==> src/rtl/csr_addr_fifo.sv <==
// In-order buffer of pending CSR operations between issue and commit.
// Issue pushes {addr, pc, trans_id}. Commit retires the oldest entry, which is presented at the head.
module csr_addr_fifo #(
  parameter int unsigned DEPTH      = 2,
  parameter int unsigned VLEN       = 64,
  parameter int unsigned XLEN       = 64,
  parameter int unsigned TRANS_ID_W = 3,
  localparam int unsigned CNT_W     = $clog2(DEPTH + 1)
) (
  input  logic                  clk_i,
  input  logic                  rst_ni,
  input  logic                  flush_i,
  input  logic                  valid_i,
  input  logic [11:0]           addr_i,
  input  logic [VLEN-1:0]       pc_i,
  input  logic [TRANS_ID_W-1:0] trans_id_i,
  input  logic [XLEN-1:0]       operand_i,
  output logic                  ready_o,
  output logic [XLEN-1:0]       result_o,
  input  logic                  commit_i,
  output logic [11:0]           addr_o,
  output logic [VLEN-1:0]       pc_o,
  output logic [TRANS_ID_W-1:0] trans_id_o,
  output logic                  head_valid_o,
  output logic [CNT_W-1:0]      count_o,
  output logic                  commit_err_o
);

  localparam int unsigned PTR_W = (DEPTH > 1) ? $clog2(DEPTH) : 1;
  localparam logic [PTR_W-1:0] LAST_PTR = PTR_W'(DEPTH - 1);
  localparam logic [CNT_W-1:0] FULL_CNT = CNT_W'(DEPTH);

  typedef struct packed {
    logic [11:0]           addr;
    logic [VLEN-1:0]       pc;
    logic [TRANS_ID_W-1:0] trans_id;
  } entry_t;

  entry_t           mem_q [DEPTH];
  entry_t           mem_d [DEPTH];
  entry_t           head;
  logic [PTR_W-1:0] rptr_q, rptr_d;
  logic [PTR_W-1:0] wptr_q, wptr_d;
  logic [CNT_W-1:0] cnt_q, cnt_d;
  logic             commit_err_q, commit_err_d;
  logic             empty, push, pop;

  // Explicit wrap so DEPTH need not be a power of two.
  function automatic logic [PTR_W-1:0] ptr_incr(input logic [PTR_W-1:0] ptr);
    return (ptr == LAST_PTR) ? '0 : ptr + 1'b1;
  endfunction

  assign empty    = (cnt_q == '0);
  assign ready_o  = (cnt_q < FULL_CNT) || (commit_i && !empty);
  assign push     = valid_i && ready_o && !flush_i;
  assign pop      = commit_i && !empty;
  assign result_o = operand_i;

  always_comb begin
    // NOTE: every signal gets a default before any branch, so no path leaves one unassigned (no latch).
    mem_d        = mem_q;
    rptr_d       = rptr_q;
    wptr_d       = wptr_q;
    cnt_d        = cnt_q;
    commit_err_d = commit_i && empty;

    if (flush_i) begin
      // A same-cycle commit has already consumed the head; the result is empty either way.
      rptr_d = '0;
      wptr_d = '0;
      cnt_d  = '0;
    end else begin
      if (push) begin
        mem_d[wptr_q] = '{addr: addr_i, pc: pc_i, trans_id: trans_id_i};
        wptr_d        = ptr_incr(wptr_q);
      end
      if (pop) begin
        rptr_d = ptr_incr(rptr_q);
      end
      unique case ({push, pop})
        2'b10:   cnt_d = cnt_q + 1'b1;
        2'b01:   cnt_d = cnt_q - 1'b1;
        default: cnt_d = cnt_q;
      endcase
    end
  end

  // NOTE: state registers use non-blocking assignments so every flop samples pre-edge values.
  always_ff @(posedge clk_i or negedge rst_ni) begin
    if (!rst_ni) begin
      rptr_q       <= '0;
      wptr_q       <= '0;
      cnt_q        <= '0;
      commit_err_q <= 1'b0;
      // NOTE: storage is reset too, so head outputs are defined from the first cycle.
      for (int i = 0; i < DEPTH; i++) begin
        mem_q[i] <= '0;
      end
    end else begin
      rptr_q       <= rptr_d;
      wptr_q       <= wptr_d;
      cnt_q        <= cnt_d;
      commit_err_q <= commit_err_d;
      mem_q        <= mem_d;
    end
  end

  // Head is masked to zero when nothing is pending (stale data may remain after a flush).
  assign head         = mem_q[rptr_q];
  assign addr_o       = empty ? '0 : head.addr;
  assign pc_o         = empty ? '0 : head.pc;
  assign trans_id_o   = empty ? '0 : head.trans_id;
  assign head_valid_o = !empty;
  assign count_o      = cnt_q;
  assign commit_err_o = commit_err_q;

  a_cnt_bound: assert property (@(posedge clk_i) disable iff (!rst_ni) cnt_q <= FULL_CNT);
  a_no_underflow: assert property (@(posedge clk_i) disable iff (!rst_ni) empty |-> !pop);
  a_no_overflow: assert property (@(posedge clk_i) disable iff (!rst_ni)
                                  push |-> (cnt_q < FULL_CNT) || pop);

endmodule

==> config.mk <==
export PLATFORM = sky130hd
export DESIGN_NAME = csr_addr_fifo
export DESIGN_NICKNAME = d
export VERILOG_FILES = /design/src/rtl/csr_addr_fifo.sv
export SDC_FILE = /design/constraint.sdc
export NUM_CORES = 1
export LEC_CHECK = 0
export BUFFER_PORTS_ARGS = -buffer_cell sky130_fd_sc_hd__buf_2
export CAP_MARGIN = 0
export CORE_UTILIZATION = 43
export CTS_CLUSTER_SIZE = 28
export DETAILED_ROUTE_END_ITERATION = 6
export GPL_ROUTABILITY_DRIVEN = 0
export PLACE_DENSITY = 0.72
export SLEW_MARGIN = 20
export SYNTH_ARGS = -nofsm -noshare
export SYNTH_HDL_FRONTEND = slang
export SYNTH_SLANG_ARGS = --single-unit
export TNS_END_PERCENT = 50
==> constraint.sdc <==
create_clock -name clk_i -period 4.3 [get_ports clk_i]
set_input_delay 1.29 -clock clk_i [delete_from_list [all_inputs] [get_ports clk_i]]
set_output_delay 1.29 -clock clk_i [all_outputs]
set_load 0.05 [all_outputs]
==> metrics.txt, run 1 <==
Final Cycle Share=79.23%; CP startpoint kind=register; Commonest cells post-synth=dfrtp_1, mux2_2, nor2_1, mux2i_1, buf_4; Detail Route Antenna Nets=0; DIE WIDTH=136.3 um; row count=48; Logic pwr share=24.1%; Final Non-Filler Cells=937; Adder-Cell Fraction of Synth Area=0%; n_diodes=0; P_int=3.250 mW; placed cells=905; Yosys top cell area share=52.62%; Synth Area in Compound Gates=0.5327%; DR DRC count=0; main combinational cell family by area after synthesis=multiplexers; Core ar.=17480 um^2; worst slew pin tran=0.7512 ns; Routed WL=17740 um; postcts setup bufs=0; R2R Setup Slk=1.95 ns; Sw Ratio=30.64%; port bufs=167; initial antenna violation count=3; Mapped Avg Cell Area=12.90 um^2; Relative slew margins=49.92%; CP required=3.01 ns; xor/xnor share of the synthesized area=0.1130%; final net count=847; CP arrival=2.12 ns; Hold-fix buffers, CTS=0; clock root buffer=clkbuf_16; total number of vias=4805; most frequent cell after synthesis=dfrtp_1; CP endpoint kind=primary output; Clk pwr share=31.4%; largest net degree at the start of global routing=70; # H-tree levels=4; Layout Area Growth over Synthesis=15.30%; critical path class=reg2out; ys flop type=dfrtp_1; sequential share of the synthesized area=52.62%; Lkg Pwr=4.099 nW; Synth async-reset ratio=100.0%; WHS Endpoint=mem_q[91]; Post-Synthesis Cells=601; clock period minus final worst setup slack=3.407 ns; f_max=293.5 MHz; clock tree buffer depth=2; Slew Viols, Final=0; Iter 0 DRT Violations=166; largest area contributor in the netlist=dfrtp_1; RSZ-0062 raised after global routing=false; R2R depth=5; Unique masters post-synth=23; final hold vios=0; total gr overflow=0; hold_sp=mem_q[91]; layout cells sized above 1=50.42%; DRT Pass-1 Iters=4; Vias/cell=5.128; DR WL/cell=18.93 um; MaxCap Viol Count=0; Flop pwr share=44.5%; setup TNS=0 ns; FF-to-FF End=mem_q[48]; chip height=136.3 um; Initial Util=44.35%; GRT Util Overall=19.38%; global-route wire length before repair=27260 um; Crit Path Max Fanout=26; Sink Count=163; Fill cells=1531; Post-Syn Area=7751 um^2; power per cell area=524.3 nW/um^2; clk slew on worst S/H paths=0.06 ns; hold slack=0.4828 ns; vias in the first global route=5184; FF-to-FF Start=count_o[1]; # IOs=296; # resized after CTS=0; Final Skew=0.008623 ns; Hold WC Path Type=reg2reg; outcome=complete, no violations; clk_lat worst skew=0.42 ns; Die Area=18570 um^2; simple logic cell fraction of the synthesized area=4.988%; dpl hpwl=12830 um; worst hold path depth=1; worst vdd ir=0.3203 mV; TritonCTS clock tree=yes; sw power=1.436 mW; main area contributors after synthesis=dfrtp_1, mux2_2, mux2i_1; # setup viols final=0; mux share of post-synthesis cell area=33.28%; Post-synth EDFFs=0; syn_nets=749; Ys Warns=0; synthesis-stage register bit count=163; Inserted Clock Buffers=17
-- layer usage --
metal	part of all wire, %	vias up	wire (um)	track usage, %
li1	-	2198	-	-
met1	36	2376	6311	19.27
met2	51	197	9099	34.88
met3	11	28	1961	8.762
met4	1.8	6	321	7.531
met5	0.23	-	41	0.2778
-- worst max-delay path, stage by stage, from the launching register on --
cell and delay [ns]:
dfrtp_4 0.74, buf_4 0.40, mux2i_1 0.25, nor2_1 0.06
buf_2 0.23
-- worst max-delay path by stage --
stage          slack, ns      end  startpoint  cells past startpoint
2_1_floorplan       1.17  ready_o    commit_i                      2
3_3_place_gp        0.98  ready_o    commit_i                      4
3_5_place_dp        0.96  ready_o    commit_i                      4
4_1_cts             0.85  pc_o[9]      rptr_q                      4
5_1_grt             0.76  pc_o[3]      rptr_q                      4
6_report            0.89  pc_o[2]      rptr_q                      4
-- kinds of logic after synthesis --
| group | count (synthesis) |
|---|---|
| buffers and inverters | 101 |
| DFF | 163 |
| xor gates and xnor gates | 1 |
| muxes | 238 |
| AOI/OAI and AO/OA | 8 |
| and+or+nand+nor | 90 |
-- power by group through the flow --
stage | clock, mW | sequential, mW | combinational (mW)
6_report | 1.47 | 2.09 | 1.13
3_5_place_dp | 0 | 2.12 | 1.14
4_1_cts | 1.51 | 2.09 | 1.14
2_1_floorplan | 0 | 2.05 | 1.05
3_3_place_gp | 0 | 2.08 | 1.10
5_1_grt | 1.59 | 2.13 | 1.21
-- sequential cells by signal, indices dropped and copies added, names as in the netlist --
name	cells
count_o	2
wptr_q	1
commit_err_o	1
rptr_q	1
mem_q	158
-- final cells by class --
cell class	instances	area (um^2)	area share [%]
clock buffers	20	446.7	4.998
inverters	4	15.01	0.1680
flip-flops and latches	163	4083	45.68
repair buffers	176	947.2	10.60
well taps	225	281.5	3.150
multi-input cells	337	3033	33.94
clock inverters	12	131.4	1.470
-- cell usage in the layout, fill, tap and decap left out, types with 2 or more instances in the layout --
| cell type | instances |
|---|---|
| buf_12 | 3 |
| bufinv_16 | 2 |
| clkbuf_1 | 2 |
| o21ai_0 | 4 |
| mux2_1 | 10 |
| buf_4 | 6 |
| clkinvlp_4 | 4 |
| clkbuf_16 | 17 |
| buf_2 | 166 |
| dfrtp_1 | 162 |
| clkinv_2 | 3 |
| mux2_2 | 148 |
| inv_1 | 3 |
| a21oi_1 | 3 |
| nor2_1 | 81 |
| inv_6 | 2 |
| mux2i_1 | 80 |
| nor2b_1 | 2 |
-- per-stage QoR --
| stage | power (mW) | utilization, % | setup slack, ns | area, um^2 |
|---|---|---|---|---|
| after global placement | 3.184 | 47.83 | 0.9800 | 8359 |
| after global routing | 4.934 | 51.14 | 0.7640 | 8937 |
| after floorplan | 3.095 | - | 1.167 | 7751 |
| final | 4.686 | 51.14 | 0.8932 | 8937 |
| after CTS | 4.746 | 51.14 | 0.8522 | 8937 |
| after detailed placement | 3.254 | 47.83 | 0.9567 | 8359 |
Power figures use the tool's default switching activity.
==> run 2, diff against run 1 <==
--- a/config.mk
+++ b/config.mk
@@ -11,7 +11,7 @@
 export CTS_CLUSTER_SIZE = 28
 export DETAILED_ROUTE_END_ITERATION = 6
 export GPL_ROUTABILITY_DRIVEN = 0
-export PLACE_DENSITY = 0.72
+export PLACE_DENSITY = 0.74
 export SLEW_MARGIN = 20
 export SYNTH_ARGS = -nofsm -noshare
 export SYNTH_HDL_FRONTEND = slang
==> constraint.sdc (replaced) <==
create_clock -name clk_i -period 2.8 [get_ports clk_i]
set_input_delay 0.84 -clock clk_i [delete_from_list [all_inputs] [get_ports clk_i]]
set_output_delay 0.84 -clock clk_i [all_outputs]
set_load 0.05 [all_outputs]
==> run 2 against run 1 <==
Sequential cell count unchanged. Via count up 0.83%. Critical endpoint is now pc_o[55]. Power up 57%. Setup slack worse by 0.73 ns. Critical path depth unchanged. Core utilization up 0.61 points. Design area up 1.2%. Sequential share of layout area down 0.54 points. Register-to-register slack worse by 1.1 ns. First-iteration DRC count down 32%. Final cell count up 0.21%.
==> metrics.txt, run 2 (synthesized netlist as in run 1, its figures left out) <==
CP delay by family, top=buffers and inverters; Relative slew margins=67.89% (+18 points); outcome=complete, no violations; MaxCap Viol Count=0 (unchanged); sw power=2.265 mW (+58%); clock period minus final worst setup slack=2.635 ns; clk slew on worst S/H paths=0.07 ns (about the same); chip height=136.3 um (unchanged); total gr overflow=0 (unchanged); CP required=1.96 ns (-1.05 ns); max reg flops=158 (unchanged); commonest non-fill, non-tap cell in the layout=buf_2; port bufs=167 (unchanged); CP startpoint kind=register; Inserted Clock Buffers=17 (unchanged); Sink Count=163 (unchanged); clk_lat worst skew=0.42 ns (about the same); Detail Route Antenna Nets=0 (unchanged); Flop pwr share=43.5% (-1.0 points); CP arrival=1.80 ns (-0.32 ns); Routed WL=18340 um (+3.4%); initial antenna violation count=2 (-1); worst vdd ir=0.4214 mV (+32%); # setup viols final=0 (unchanged); clock tree buffer depth=2 (unchanged); CP max stage cell=dfrtp_4; final setup margin=0.1646 ns (-0.7286 ns); DIE WIDTH=136.3 um (unchanged); Core ar.=17480 um^2 (unchanged); Final Cycle Share=94.12%; total number of vias=4845 (+0.83%); Iter 0 DRT Violations=113 (-32%); Logic pwr share=24.1% (about the same); critical path class=reg2out; # H-tree levels=4 (unchanged); CP max stage delay=0.44 ns (-0.30 ns); setup TNS=0 ns (unchanged); Slew Viols, Final=0 (unchanged); worst-path cell chain=buf_4, mux2i_1, nor2_1, buf_2; DR WL/cell=19.53 um (+3.2%); row count=48 (unchanged); Lkg Pwr=4.142 nW (+1.0%); final hold vios=0 (unchanged); GRT Util Overall=19.95% (+0.58 points); DRT Pass-1 Iters=4 (unchanged); Crit path buffers/inverters=2 (unchanged); dpl hpwl=13430 um (+4.7%); TritonCTS clock tree=yes; power per cell area=811.5 nW/um^2 (+55%); Die Area=18570 um^2 (unchanged); RSZ-0062 raised after global routing=false; Vias/cell=5.160 (+0.62%); worst slew pin tran=0.4817 ns (-0.2695 ns); Hold WC Path Type=in2async; commonest non-fill, non-tap cells in the layout=buf_2, dfrtp_1, mux2_2; largest net degree at the start of global routing=81 (+16%); Sw Ratio=30.86% (+0.22 points); # IOs=296 (unchanged); worst slack, placed=0.3429 ns (-0.6138 ns); final net count=849 (+0.24%); CP endpoint kind=primary output; Initial Util=44.35% (unchanged); Crit Path Max Fanout=22 (-15%); P_int=5.075 mW (+56%); DR DRC count=0 (unchanged); clock root buffer=clkbuf_16; vias in the first global route=5162 (-0.42%); Layout Area Growth over Synthesis=16.67%; layout cells sized above 1=50.77% (+0.35 points); global-route wire length before repair=27970 um (+2.6%); Clk pwr share=32.5% (+1.1 points); Final Skew=0.007534 ns (-0.001089 ns); Reg with most FFs=mem_q; postcts setup bufs=0 (unchanged); f_max=379.4 MHz; Hold-fix buffers, CTS=0 (unchanged); # resized after CTS=0 (unchanged)
[run 2: cell types whose count changed in the layout (fill, tap and decap cells not counted), sizes merged]
cell / previous run / this run
clkbuf: 20 / 17
clkinv: 4 / 2
buf: 176 / 178
bufinv: 2 / 3
clkinvlp: 4 / 5
diode: 0 / 1
inv: 6 / 8
[run 2: worst reg2reg max path, stage by stage, from the launching register on]
cell and delay, ns:
dfrtp_1 0.48, and2b_1 0.27, nor4_4 0.22, buf_4 0.44, mux2_2 0.42
[run 2: power by group through the flow]
stage | Clock, mW | Combinational, mW | Sequential [mW]
after CTS | 2.46 | 1.79 | 3.19
after global routing | 2.56 | 1.91 | 3.26
after floorplan | 0 | 1.60 | 3.15
final | 2.38 | 1.77 | 3.19
after detailed placement | 0 | 1.78 | 3.24
after global placement | 0 | 1.72 | 3.18
[run 2: per-stage QoR]
step           hold WS, ns  total power [mW]  cells  utilization [%]  instance area, um^2
2_1_floorplan       0.4574             4.754    601                -                 7751
3_3_place_gp        0.4664             4.899    907            48.27                 8437
3_5_place_dp        0.4740             5.020    907            48.27                 8437
4_1_cts             0.3515             7.441    938            51.73                 9041
5_1_grt             0.3758             7.728    939            51.75                 9044
6_report            0.3549             7.339    939            51.75                 9044
[run 2: final timing paths]
kind                                  from        end  slack, ns  cells past startpoint
worst min-delay path                rst_ni  mem_q[60]       0.35                      1
min in group clk_i               mem_q[96]  mem_q[96]       0.48                      1
worst min register to register   mem_q[96]  mem_q[96]       0.48                      1
max in group asynchronous           rst_ni  mem_q[90]       1.69                      2
worst max-delay path                rptr_q   pc_o[55]       0.16                      4
worst max register to register  count_o[1]  mem_q[85]       0.85                      4
[run 2: layout make-up]
class	count	area, um^2
Timing Repair Buffer	178	1025
Sequential cell	163	4083
Clock buffer	17	425.4
Antenna cell	1	2.502
Inverter	4	15.01
Clock inverter	14	178.9
Tap cell	225	281.5
Fill cell	1517	8433
Multi-Input combinational cell	337	3033
[run 2: routing by layer]
metal / wire length [um] / global-route usage [%] / share of wire (%)
met4: 428 / 7.901 / 2.3
met1: 6604 / 20.89 / 36
met2: 9197 / 34.35 / 50
met5: 0 / 0 / 0
met3: 2107 / 9.433 / 11
